$ cat src/rtl/cellrv32_mtime_sched.sv
// rtl/cellrv32_mtime_sched.sv - multiplexes NUM_CH virtual deadlines onto the single MTIME compare register
module cellrv32_mtime_sched #(
    parameter int NUM_CH = 4
) (
    input  logic        clk_i,
    input  logic        rstn_i,
    input  logic        sel_i,
    input  logic [6:0]  addr_i,
    input  logic        rden_i,
    input  logic        wren_i,
    input  logic [31:0] data_i,
    output logic [31:0] data_o,
    output logic        ack_o,
    output logic [31:0] m_addr_o,
    output logic        m_wren_o,
    output logic [31:0] m_data_o,
    input  logic        m_ack_i,
    input  logic        mtime_irq_i,
    output logic        irq_o
);

    localparam logic [31:0] mtime_cmp_lo_addr_c = 32'hFFFF_FF98;
    localparam logic [31:0] mtime_cmp_hi_addr_c = 32'hFFFF_FF9C;
    localparam int IW = (NUM_CH > 1) ? $clog2(NUM_CH) : 1;

    typedef enum logic [2:0] {
        S_IDLE, S_SCAN, S_WR_HMAX, S_WR_LO, S_WR_HI, S_SETTLE, S_ARMED
    } state_t;

    state_t state_q, state_d;

    logic [NUM_CH-1:0] enable_q, pending_q;
    logic [31:0]       dl_lo_q [NUM_CH];
    logic [31:0]       dl_hi_q [NUM_CH];
    logic              dirty_q;
    logic [IW-1:0]     scan_idx_q, cand_idx_q, win_idx_q;
    logic [63:0]       cand_q, target_q;
    logic              cand_vld_q, win_vld_q;
    logic [1:0]        settle_q;

    // host decode
    logic [4:0]        word;
    logic              wr_en, rd_en, wr_enable, wr_pending, host_dirty, busy;
    logic [NUM_CH-1:0] dl_lo_wr, dl_hi_wr;
    logic [31:0]       rdata;
    logic              unused_addr;

    assign word        = addr_i[6:2];
    assign unused_addr = &{1'b0, addr_i[1:0]};
    assign wr_en       = sel_i & wren_i;
    assign rd_en       = sel_i & rden_i;
    assign wr_enable   = wr_en && (word == 5'd0);
    assign wr_pending  = wr_en && (word == 5'd1);
    assign busy        = (state_q != S_IDLE) && (state_q != S_ARMED);

    always_comb begin
        dl_lo_wr = '0;
        dl_hi_wr = '0;
        for (int n = 0; n < NUM_CH; n++) begin
            dl_lo_wr[n] = wr_en && (word == 5'(4 + 2 * n));
            dl_hi_wr[n] = wr_en && (word == 5'(5 + 2 * n));
        end
    end

    assign host_dirty = wr_enable | (|dl_lo_wr) | (|dl_hi_wr);

    always_comb begin
        rdata = '0;
        if (word == 5'd0) begin
            rdata[NUM_CH-1:0] = enable_q;
        end else if (word == 5'd1) begin
            rdata[NUM_CH-1:0] = pending_q;
        end else if (word == 5'd2) begin
            rdata[7:0] = {win_vld_q, 3'(win_idx_q), 3'b000, busy};
        end
        for (int n = 0; n < NUM_CH; n++) begin
            if (word == 5'(4 + 2 * n)) rdata = dl_lo_q[n];
            if (word == 5'(5 + 2 * n)) rdata = dl_hi_q[n];
        end
    end

    // scan datapath: one channel per cycle, strict less-than keeps the lowest index on ties
    logic [63:0] cur_dl;
    logic        take, last;

    assign cur_dl = {dl_hi_q[scan_idx_q], dl_lo_q[scan_idx_q]};
    assign take   = enable_q[scan_idx_q] && (!cand_vld_q || (cur_dl < cand_q));
    assign last   = (scan_idx_q == IW'(NUM_CH - 1));

    // expiry: the winner plus every enabled channel sharing its deadline
    logic              fire;
    logic [NUM_CH-1:0] hw_set;

    assign fire = (state_q == S_ARMED) && !dirty_q && mtime_irq_i && win_vld_q;

    always_comb begin
        hw_set = '0;
        for (int n = 0; n < NUM_CH; n++) begin
            hw_set[n] = fire && ((enable_q[n] && ({dl_hi_q[n], dl_lo_q[n]} == target_q)) ||
                                 (win_idx_q == IW'(n)));
        end
    end

    logic dirty_clr, enter_scan;

    always_comb begin
        state_d   = state_q;
        dirty_clr = 1'b0;
        m_wren_o  = 1'b0;
        m_addr_o  = '0;
        m_data_o  = '0;
        unique case (state_q)
            S_IDLE: begin
                if (dirty_q) begin
                    dirty_clr = 1'b1;
                    state_d   = S_SCAN;
                end
            end
            S_SCAN: begin
                if (last) state_d = S_WR_HMAX;
            end
            S_WR_HMAX: begin
                // park cmp_hi at max so the half-written compare can never match early
                m_wren_o = 1'b1;
                m_addr_o = mtime_cmp_hi_addr_c;
                m_data_o = 32'hFFFF_FFFF;
                if (m_ack_i) state_d = S_WR_LO;
            end
            S_WR_LO: begin
                m_wren_o = 1'b1;
                m_addr_o = mtime_cmp_lo_addr_c;
                m_data_o = target_q[31:0];
                if (m_ack_i) state_d = S_WR_HI;
            end
            S_WR_HI: begin
                m_wren_o = 1'b1;
                m_addr_o = mtime_cmp_hi_addr_c;
                m_data_o = target_q[63:32];
                if (m_ack_i) state_d = S_SETTLE;
            end
            S_SETTLE: begin
                if (settle_q == 2'd2) state_d = S_ARMED;
            end
            S_ARMED: begin
                if (dirty_q) begin
                    dirty_clr = 1'b1;
                    state_d   = S_SCAN;
                end else if (mtime_irq_i && win_vld_q) begin
                    state_d = S_SCAN;
                end
            end
            default: state_d = S_IDLE;
        endcase
    end

    assign enter_scan = (state_d == S_SCAN) && (state_q != S_SCAN);

    always_ff @(posedge clk_i or negedge rstn_i) begin
        if (!rstn_i) begin
            state_q    <= S_IDLE;
            scan_idx_q <= '0;
            cand_idx_q <= '0;
            cand_q     <= '1;
            cand_vld_q <= 1'b0;
            target_q   <= '1;
            win_idx_q  <= '0;
            win_vld_q  <= 1'b0;
            settle_q   <= '0;
        end else begin
            state_q  <= state_d;
            settle_q <= (state_q == S_SETTLE) ? settle_q + 2'd1 : 2'd0;
            if (enter_scan) begin
                scan_idx_q <= '0;
                cand_idx_q <= '0;
                cand_q     <= '1;
                cand_vld_q <= 1'b0;
            end else if (state_q == S_SCAN) begin
                if (take) begin
                    cand_q     <= cur_dl;
                    cand_idx_q <= scan_idx_q;
                    cand_vld_q <= 1'b1;
                end
                if (last) begin
                    target_q  <= take ? cur_dl : cand_q;
                    win_idx_q <= take ? scan_idx_q : cand_idx_q;
                    win_vld_q <= take | cand_vld_q;
                end else begin
                    scan_idx_q <= scan_idx_q + 1'b1;
                end
            end
        end
    end

    always_ff @(posedge clk_i or negedge rstn_i) begin
        if (!rstn_i) begin
            enable_q  <= '0;
            pending_q <= '0;
            dirty_q   <= 1'b1;
            data_o    <= '0;
            ack_o     <= 1'b0;
            irq_o     <= 1'b0;
            for (int n = 0; n < NUM_CH; n++) begin
                dl_lo_q[n] <= '0;
                dl_hi_q[n] <= '0;
            end
        end else begin
            enable_q  <= (wr_enable ? data_i[NUM_CH-1:0] : enable_q) & ~hw_set;
            // hardware set overrides a simultaneous W1C of the same bit
            pending_q <= (pending_q & ~(wr_pending ? data_i[NUM_CH-1:0] : '0)) | hw_set;
            dirty_q   <= (dirty_q & ~dirty_clr) | host_dirty;
            data_o    <= rd_en ? rdata : '0;
            ack_o     <= sel_i & (rden_i | wren_i);
            irq_o     <= |pending_q;
            for (int n = 0; n < NUM_CH; n++) begin
                if (dl_lo_wr[n]) dl_lo_q[n] <= data_i;
                if (dl_hi_wr[n]) dl_hi_q[n] <= data_i;
            end
        end
    end

endmodule

$ cat config.mk
export PLATFORM = sky130hd
export DESIGN_NAME = cellrv32_mtime_sched
export DESIGN_NICKNAME = d
export VERILOG_FILES = /design/src/rtl/cellrv32_mtime_sched.sv
export SDC_FILE = /design/constraint.sdc
export NUM_CORES = 1
export LEC_CHECK = 0
export ABC_AREA = 1
export BUFFER_PORTS_ARGS = -buffer_cell sky130_fd_sc_hd__buf_4
export CAP_MARGIN = 10
export CORE_AREA = 2 2 309 311
export CTS_BUF_LIST = sky130_fd_sc_hd__clkbuf_16
export DETAILED_ROUTE_END_ITERATION = 10
export DIE_AREA = 0 0 311 313
export SYNTH_ARGS = -nofsm -noshare
export SYNTH_HDL_FRONTEND = slang
export SYNTH_SLANG_ARGS = --single-unit
$ cat constraint.sdc
create_clock -name clk_i -period 4.5 [get_ports clk_i]
set_clock_uncertainty 0.05 [all_clocks]
set_input_delay 0.9 -clock clk_i [delete_from_list [all_inputs] [get_ports clk_i]]
set_output_delay 0.9 -clock clk_i [all_outputs]
set_load 0.03 [all_outputs]
# Yosys cells after proc, flatten, opt, wreduce, memory -nomap -nowiden
# Index checks and enable logic that the tools add are counted.
# totals
output_inout_bits	99
ff_bits	440
in_bits	46
# op_classes
n_lt_le_gt_ge	3
bitwise_logic	17
n_addsub	2
reduce_logical	47
muxes	51
eq_ne	29
# ops
cell	n
two-way mux 32 bit	13
equality test 64 bit	4
two-way mux 64 bit	3
binary-select mux 32 bit (select 2 bit)	2
case mux 32 bit (3 select lines)	1
less-than comparator 64 bit	1
case mux 32 bit (2 select lines)	1
logical AND 1 bit	25
two-way mux 3 bit	8
two-way mux 4 bit	6
case mux 3 bit (7 select lines)	1
equality test 5 x 3 -> 1 bit (second input constant)	4
equality test 5 x 4 -> 1 bit (second input constant)	4
two-way mux 2 bit	7
OR reduction 4 bit	3
equality test 3 bit (second input constant)	3
AND 4 bit	2
equality test 2 bit (second input constant)	4
two-way mux 8 bit	1
NOT 4 bit	2
two-way mux 1 bit	7
equality test 3 x 1 -> 1 bit (second input constant)	2
equality test 3 x 2 -> 1 bit (second input constant)	2
equality test 5 x 1 -> 1 bit (second input constant)	1
other kinds (25)	42

# Longest topological paths before layout
# Gate-level depths: netlist (run 1).
# depth
word_depth	14
mapped_depth	26

# Worst setup path after synthesis (run 1)
# Ideal clock, no wire load.
# synth_path
path_kind	register to register
from	reg scan_idx_q[0]
to	reg target_q[9]
path_buffers	5
slack_ns	1.323
arrival_ns	3.048
required_time_ns	4.371
period_less_slack_ns	3.177
path_stages_with_launch	21
cell_sequence	dfrtp_1 buf_4 clkbuf_1 clkbuf_1 nand2_1 a32oi_1 ha_1 a21oi_1 o21a_1 o221ai_1 a21oi_1 nor2_1 nor2_1 nand2_1 nand2_2 nand2_2 buf_6 buf_4 nand2_1 nand3_1 o21ai_0
# synth_between
elab_chain_len	8
word_cells_on_any_way	20
classes_between	order compare (1); eq/ne (2); mux (11); bitwise (2); reduce/logical (4)
# synth_lines
element	line_no	rtl
start: declaration	36	logic [IW-1:0] scan_idx_q, cand_idx_q, win_idx_q;
start signal: assignment	188	scan_idx_q <= scan_idx_q + 1'b1;
NOT 2 -> 3 bit (not written as such)	86	assign cur_dl = {dl_hi_q[scan_idx_q], dl_lo_q[scan_idx_q]};
binary-select mux 32 bit (select 2 bit)	86	
two-way mux 32 bit (not written as such) (2 in series)	86	
less-than comparator 64 bit	87	assign take = enable_q[scan_idx_q] && (!cand_vld_q || (cur_dl < cand_q));
logical OR 1 bit	87	
logical AND 1 bit	87	
two-way mux 64 bit	184	target_q <= take ? cur_dl : cand_q;
end signal: assignment	184	
end: declaration	37	logic [63:0] cand_q, target_q;
# Parallel ways exist; a longest one is shown, timed or not. The select of a mux whose other input is x is not followed.
# A chain may end at the register's enable or synchronous reset.

# Worst setup path in the final report (run 1)
# layout_path
from	reg scan_idx_q[0]
to	reg cand_idx_q[0]
# layout_between
elab_chain_len	10
word_cells_on_any_way	21
classes_between	order compare (1); eq/ne (2); mux (13); bitwise (1); reduce/logical (4)
# layout_lines
element	line_no	rtl
NOT 2 -> 3 bit (not written as such)	86	
binary-select mux 32 bit (select 2 bit)	86	
two-way mux 32 bit (not written as such) (2 in series)	86	
less-than comparator 64 bit	87	
logical OR 1 bit	87	
logical AND 1 bit	87	
two-way mux 2 bit	178	if (take) begin
two-way mux 2 bit	177	end else if (state_q == S_SCAN) begin
two-way mux 2 bit	172	if (enter_scan) begin
end signal: assignment	180	cand_idx_q <= scan_idx_q;
end: declaration	36	
# Parallel ways exist; a longest one is shown, timed or not. The select of a mux whose other input is x is not followed.

==> flow_summary_export.csv, run 1 <==
group,metric,value,unit
status,status,"completed",
route,num_vias,27030,
worst_setup_path,critPathBufInv,3,
clock_network,worstSkewPairLatency,0.62,ns
global_route,grt_pass1_wl,170300,um
timing,final-hold-violation-count,0,
clock_network,clock_sinks,440,
worst_setup_path,arrival,4.64,ns
worst_setup_path,crit_cells,17,
synthesis,ys_seq_elements,440,
floorplan,die_y,313,um
timing,slew_headroom,22.64,%
route,route.met2.wl,50360,um
layout,n_fill_cell,10070,
route,ant_nets,0,
worst_setup_path,crit_chain,"inv_2 -> buf_4 -> nand2_1 -> a32oi_1 -> ha_1 -> a21oi_1 -> o21a_1 -> o221ai_1 -> a21oi_1 -> nor2_1 -> nor2_1 -> nand2_1 -> nand2_4 -> buf_6 -> nand3_1 -> nand3_1 -> o21ai_0",
worst_setup_path,critPathSlowestCell,"dfrtp_4",
pwr,ir_drop,0.6488,mV
worst_setup_path,r2r_cells,17,
clock_network,clk_path_buf_depth,3,
clock_network,cts_root_buf,"clkbuf_16",
clock_network,htreeDepth,2,
synthesis,synth_warnings,0,
route,wl,115800,um
floorplan,core_area,94160,um2
run,cap_viol_max_count,0,
layout,layout-drive-gt1-share,12.41,%
clock_network,cts_made_buffers,51,
synthesis,ys.flop_type,"dfrtp_1",
floorplan,die_area,97340,um2
pwr,clockPowerShare,18.8,%
worst_setup_path,crit_type,"reg2reg",
clock_network,clkTransAtPathRegs,0.06,ns
synthesis,synthSimpleGateAreaFrac,21.73,%
synthesis,synthesis.area,27150,um2
placed_design,hpwlAfterDp,80660,um
timing,setup-violations-final,0,
min_path,hp-class,"in2async",
route,first_pass_iters,5,
timing,rsz0062_at_grt,"false",
route,routed-wl-met3,11040,um
timing,max_freq,238.1,MHz
pwr,switchingPower,10.59,mW
worst_setup_path,start_kind,"flip-flop",
synthesis,synth_edf_count,0,
timing,fin_tns_setup,0,ns
floorplan,start_util,28.83,%
clock_network,cts_setup_buffers,0,
synthesis,synth-seq-area-share,41.15,%
global_route,antenna_found_initial,5,
route,top_layer_used,"met5",
route,drc,0,
worst_setup_path,reg2reg_slack,0.30,ns
worst_setup_path,cp.required,4.94,ns
layout,layout.nets,3820,
synthesis,synth.distinct_cells,52,
layout,syn2layout_area_growth,14.92,%
route,wl_met1,48290,um
timing,slew_viol_final,0,
synthesis,netlist_instances,3670,
synthesis,synth_adder_area_share,3.042,%
route,routed_via_density,5.388,
floorplan,ios,145,
global_route,gr-total-overflow,0,
timing,period_share,93.34,%
global_route,grtUsageTotal,23.27,%
pwr,combPwrFrac,51.4,%
synthesis,synth.avg_cell_area,7.397,um2
worst_setup_path,crit_start,"scan_idx_q[0]",
pwr,switching_share,48.83,%
worst_setup_path,worst-path-max-fanout,54,
timing,fin_ws,0.2998,ns
clock_network,cts_tree,"yes",
placed_design,dp_slack,0.3265,ns
worst_setup_path,rr_endpoint,"cand_idx_q[0]",
floorplan,std_cell_rows,113,
global_route,grt_start_max_net_pins,96,
synthesis,synth.area.mux_share,0.03687,%
floorplan,dieWidth,311,um
placed_design,io_buffers,138,
synthesis,synth_top_family_by_area,"simple AND/OR/NAND/NOR gates",
timing,worst_pin_slew,1.150,ns
worst_setup_path,reg2reg_from,"scan_idx_q[0]",
synthesis,synthArstFlopShare,100.0,%
pwr,p_per_area,694.9,nW/um2
timing,period_needed,4.200,ns
route,post_drt_wl_per_cell,23.08,um
synthesis,synth_xor_area_share,3.484,%
pwr,p_int,11.09,mW
worst_setup_path,critPathCaptureType,"flip-flop",
global_route,grt_pass1_vias,25140,
worst_setup_path,cp_top_family,"compound AO/OA/AOI/OAI gates",
synthesis,synth-compound-area-share,18.92,%
pwr,p_seq_share,29.7,%
pwr,p_leak,14.78,nW
route,first_iter_violations,3454,
placed_design,gp_congestion,0.9514,
worst_setup_path,critical-path-max-stage-delay,0.51,ns
==> kinds of logic (layout without fill, tap and decap cells) <==
family,after synthesis,count (layout)
buf+inv,788,863
xor+xnor,108,108
compound gates,852,852
other cells,1,8
mux,1,1
simple gates,1414,1414
flops,440,440
fa+ha+maj,66,66
==> worst register-to-register path: stages (launching register included) <==
cell and delay (ns):
dfrtp_4 0.51, inv_2 0.36, buf_4 0.32, nand2_1 0.09, a32oi_1 0.37, ha_1 0.34, a21oi_1 0.15, o21a_1 0.14
o221ai_1 0.24, a21oi_1 0.29, nor2_1 0.07, nor2_1 0.11, nand2_1 0.11, nand2_4 0.11, buf_6 0.41, nand3_1 0.20
nand3_1 0.13, o21ai_0 0.09
==> Yosys cell counts, types with 3 or more instances <==
master     count  share of area [%]
a32oi_1       63                2.0
o221ai_1      49                1.6
inv_2          7              0.097
nor4b_1        3              0.097
nor3_1        28               0.52
buf_2         18               0.33
a21boi_0       4               0.11
clkinv_1      10               0.14
a41oi_1        3              0.097
clkbuf_1     174                2.4
buf_6          3               0.12
a2111oi_0      3              0.097
or2_2          6               0.14
nor2_2         5               0.12
buf_4         40                1.1
inv_1        521                7.2
buf_1         14               0.19
nor4_1        15               0.35
dfstp_2      129                 12
o21a_1         4               0.11
a211oi_1       5               0.14
nand2_1      890                 12
a21oi_1      135                2.5
o21ai_0      385                7.1
nand3_1      288                5.3
o2111ai_1     26               0.84
a221oi_1      21               0.68
o22ai_1       77                1.8
nand4_1       25               0.58
ha_1          66                3.0
o21ai_1       29               0.53
xnor2_1       51                1.6
nor2_1       144                2.0
xor2_1        57                1.8
dfrtp_1      311                 29
o211ai_1      41                1.1
==> registers in the layout (all words and copies together), names as in the netlist <==
| register | count |
|---|---|
| cand_vld_q | 1 |
| win_idx_q | 2 |
| ack_o | 1 |
| pending_q | 4 |
| settle_q | 2 |
| state_q | 3 |
| target_q | 64 |
| cand_q | 64 |
| dirty_q | 1 |
| scan_idx_q | 2 |
| irq_o | 1 |
| win_vld_q | 1 |
| dl_lo_q | 128 |
| enable_q | 4 |
| data_o | 32 |
| dl_hi_q | 128 |
| cand_idx_q | 2 |
==> per-layer routing <==
layer	up-vias	global-route usage (%)
li1	12220	-
met1	13080	31.63
met2	1416	35.58
met3	308	4.360
met4	6	11.32
met5	-	0
==> worst max-delay path by stage <==
stage / to
CTS: cand_idx_q[0]
finish: cand_idx_q[0]
global route: cand_idx_q[1]
global placement: win_idx_q[0]
detailed placement: cand_idx_q[0]
floorplan: target_q[9]
==> placed cells by master, fill, tap and decap left out, types with 25 or more instances in the layout <==
| cell type | count |
|---|---|
| a21oi_1 | 135 |
| a32oi_1 | 63 |
| buf_4 | 215 |
| clkbuf_16 | 51 |
| dfrtp_1 | 310 |
| dfstp_2 | 129 |
| ha_1 | 66 |
| inv_1 | 533 |
| nand2_1 | 888 |
| nand3_1 | 288 |
| nand4_1 | 25 |
| nor2_1 | 138 |
| nor3_1 | 28 |
| o2111ai_1 | 26 |
| o211ai_1 | 41 |
| o21ai_0 | 385 |
| o21ai_1 | 29 |
| o221ai_1 | 49 |
| o22ai_1 | 76 |
| xnor2_1 | 51 |
| xor2_1 | 57 |
==> what timing repair did <==
item	in CTS	in global routing
setup endpoints to repair	0	14
resized for setup	0	1
hold buffers	0	0
==> per-stage QoR <==
step                util [%]  instances  cell area (um2)  total power [mW]  hold WS [ns]
detailed placement     31.45       4920            29620             17.39        0.3794
CTS                    33.12       5013            31180             21.53        0.3283
global placement       31.45       4920            29620             17.28        0.3617
floorplan                  -       3673            27160             13.46        0.3527
finish                 33.13       5017            31200             21.68        0.2912
global route           33.12       5013            31190             22.99        0.3477
==> power by group through the flow <==
stage	sequential [mW]	clock (mW)	combinational, mW
after floorplan	5.91	0	7.55
after global placement	6.44	0	10.8
after detailed placement	6.45	0	10.9
after CTS	6.40	4.13	11.0
after global routing	6.55	4.30	12.1
final	6.45	4.08	11.1
==> final cells by class <==
type / instances / area, um2 / area share (%)
multi-input cells: 2445 / 12900 / 41.34
flip-flops and latches: 440 / 11180 / 35.82
inverters: 538 / 2024 / 6.489
repair buffers: 232 / 1941 / 6.220
well taps: 1265 / 1583 / 5.073
clock buffers: 51 / 1276 / 4.091
clock inverters: 42 / 291.5 / 0.9345
diodes: 4 / 10.01 / 0.03208
(Power assumes the default switching activity.)
==> inputs of run 2 (changes only) <==
--- a/config.mk
+++ b/config.mk
@@ -8,10 +8,13 @@
 export ABC_AREA = 1
 export BUFFER_PORTS_ARGS = -buffer_cell sky130_fd_sc_hd__buf_4
 export CAP_MARGIN = 10
+export CELL_PAD_IN_SITES_DETAIL_PLACEMENT = 1
+export CELL_PAD_IN_SITES_GLOBAL_PLACEMENT = 1
 export CORE_AREA = 2 2 309 311
 export CTS_BUF_LIST = sky130_fd_sc_hd__clkbuf_16
 export DETAILED_ROUTE_END_ITERATION = 10
 export DIE_AREA = 0 0 311 313
+export PLACE_DENSITY_LB_ADDON = 0.1
 export SYNTH_ARGS = -nofsm -noshare
 export SYNTH_HDL_FRONTEND = slang
 export SYNTH_SLANG_ARGS = --single-unit
==> flow_summary_export.csv, run 2 (synthesis results as in run 1) <==
group,metric,value,unit
status,status,"completed",
pwr,clockPowerShare,19.5,%
layout,layout-drive-gt1-share,13.58,%
worst_setup_path,reg2reg_from,"scan_idx_q[0]",
route,wl_met1,62780,um
floorplan,core_area,94160,um2
worst_setup_path,cp_top_family,"compound AO/OA/AOI/OAI gates",
clock_network,htreeDepth,2,
clock_network,postCtsHoldBufs,0,
route,routed_via_density,5.340,
floorplan,start_util,28.83,%
clock_network,cts_setup_buffers,0,
global_route,grt_start_max_net_pins,135,
clock_network,worstSkewPairLatency,0.69,ns
placed_design,io_buffers,138,
worst_setup_path,critPathCapture,"target_q[17]",
clock_network,cts_resized,0,
floorplan,ios,145,
route,ant_nets,0,
worst_setup_path,r2r_cells,19,
timing,fin_tns_setup,0,ns
layout,layout.cells.non_filler,5073,
global_route,grtUsageTotal,28.43,%
global_route,gr-total-overflow,0,
pwr,p_per_area,729.7,nW/um2
worst_setup_path,crit_chain,"inv_2 -> buf_12 -> buf_4 -> nand2_1 -> a32oi_1 -> ha_1 -> a21oi_1 -> o21a_1 -> o221ai_1 -> a21oi_1 -> nor2_1 -> nor2_1 -> nand2_1 -> nand2_4 -> nand2_4 -> buf_12 -> nand2_1 -> nand3_1 -> o21ai_0",
pwr,p_int,11.62,mW
pwr,combPwrFrac,52.6,%
layout,syn2layout_area_growth,17.60,%
layout,layout.nets,3868,
worst_setup_path,critPathBufInv,4,
timing,period_needed,4.243,ns
timing,slew_headroom,28.10,%
clock_network,clock_sinks,440,
route,first_pass_iters,5,
placed_design,gp_congestion,0.8812,
pwr,switching_share,50.11,%
pwr,finalPower,23.30,mW
timing,max_freq,235.7,MHz
worst_setup_path,critPathSlowestCell,"dfrtp_4",
timing,slew_viol_final,0,
worst_setup_path,arrival,4.78,ns
layout,final_cell_mix,"nand2_1, inv_1, o21ai_0",
route,route.met2.wl,65570,um
worst_setup_path,rr_endpoint,"target_q[17]",
placed_design,dpl.cell_count,4960,
min_path,hp-class,"in2async",
floorplan,die_area,97340,um2
route,top_layer_used,"met5",
layout,top_regs,"dl_hi_q: 128 flops, dl_lo_q: 128 flops",
clock_network,cts_root_buf,"clkbuf_16",
worst_setup_path,crit_start,"scan_idx_q[0]",
timing,period_share,94.29,%
run,cap_viol_max_count,0,
timing,setup-violations-final,0,
clock_network,cts_made_buffers,59,
global_route,grt_pass1_vias,27150,
pwr,p_leak,15.16,nW
clock_network,clk_path_buf_depth,3,
floorplan,dieWidth,311,um
route,routed-wl-met3,6062,um
worst_setup_path,start_kind,"flip-flop",
route,drc,0,
global_route,antenna_found_initial,5,
placed_design,hpwlAfterDp,99160,um
route,wl,139900,um
layout,n_fill_cell,11480,
worst_setup_path,crit_type,"reg2reg",
clock_network,clkTransAtPathRegs,0.06,ns
route,post_drt_wl_per_cell,27.59,um
worst_setup_path,worst-path-max-fanout,36,
worst_setup_path,crit_cells,19,
worst_setup_path,critical-path-max-stage-delay,0.51,ns
pwr,p_seq_share,27.9,%
pwr,switchingPower,11.67,mW
layout,final_common_cell,"nand2_1",
floorplan,std_cell_rows,113,
route,first_iter_violations,2000,
global_route,grt_pass1_wl,201200,um
route,num_vias,27090,
timing,worst_pin_slew,1.077,ns
worst_setup_path,reg2reg_slack,0.26,ns
worst_setup_path,critPathCaptureType,"flip-flop",
pwr,ir_drop,0.6151,mV
clock_network,cts_tree,"yes",
floorplan,die_y,313,um
timing,final-hold-violation-count,0,
timing,rsz0062_at_grt,"false",
worst_setup_path,crit_top_cell,"nand2_1",
worst_setup_path,cp.required,5.04,ns
run 2: area by class of cell:
| class | count | area [um2] | area share, % |
|---|---|---|---|
| multi-input combinational | 2445 | 12920 | 40.46 |
| sequential | 440 | 11180 | 35.01 |
| timing repair buffer | 272 | 2437 | 7.634 |
| inverter | 538 | 2024 | 6.341 |
| tap | 1265 | 1583 | 4.958 |
| clock buffer | 60 | 1501 | 4.703 |
| clock inverter | 51 | 282.8 | 0.8857 |
| antenna | 2 | 5.005 | 0.01568 |
run 2: worst min path at each step:
stage	start	to	slack [ns]	cells after the start
detailed placement	settle_q[0]	settle_q[0]	0.37	1
global route	rstn_i	data_o[28]	0.28	1
finish	rstn_i	data_o[28]	0.20	1
global placement	settle_q[0]	settle_q[0]	0.37	1
floorplan	settle_q[0]	settle_q[0]	0.35	1
CTS	rstn_i	data_o[28]	0.24	1
run 2: stage by stage:
step | util [%] | setup WS (ns) | hold WS [ns] | instance area (um2)
2_1_floorplan | - | 1.323 | 0.3527 | 27160
3_3_place_gp | 32.00 | 0.3421 | 0.3676 | 30140
3_5_place_dp | 32.00 | 0.3074 | 0.3697 | 30140
4_1_cts | 33.90 | 0.2679 | 0.2379 | 31920
5_1_grt | 33.90 | 0.07917 | 0.2779 | 31920
6_report | 33.90 | 0.2569 | 0.2043 | 31930
run 2: power groups by stage:
stage | Clock (mW) | Combinational (mW) | Sequential (mW)
final | 4.54 | 12.2 | 6.51
after global routing | 4.79 | 13.3 | 6.64
after CTS | 4.64 | 12.3 | 6.49
after detailed placement | 0 | 12.2 | 6.54
after global placement | 0 | 12.1 | 6.53
after floorplan | 0 | 7.55 | 5.91
run 2: metal layers:
layer | track usage, % | up-vias
met1 | 38.61 | 13800
met2 | 47.04 | 759
li1 | - | 12340
met4 | 10.70 | 2
met5 | 0 | -
met3 | 2.600 | 196
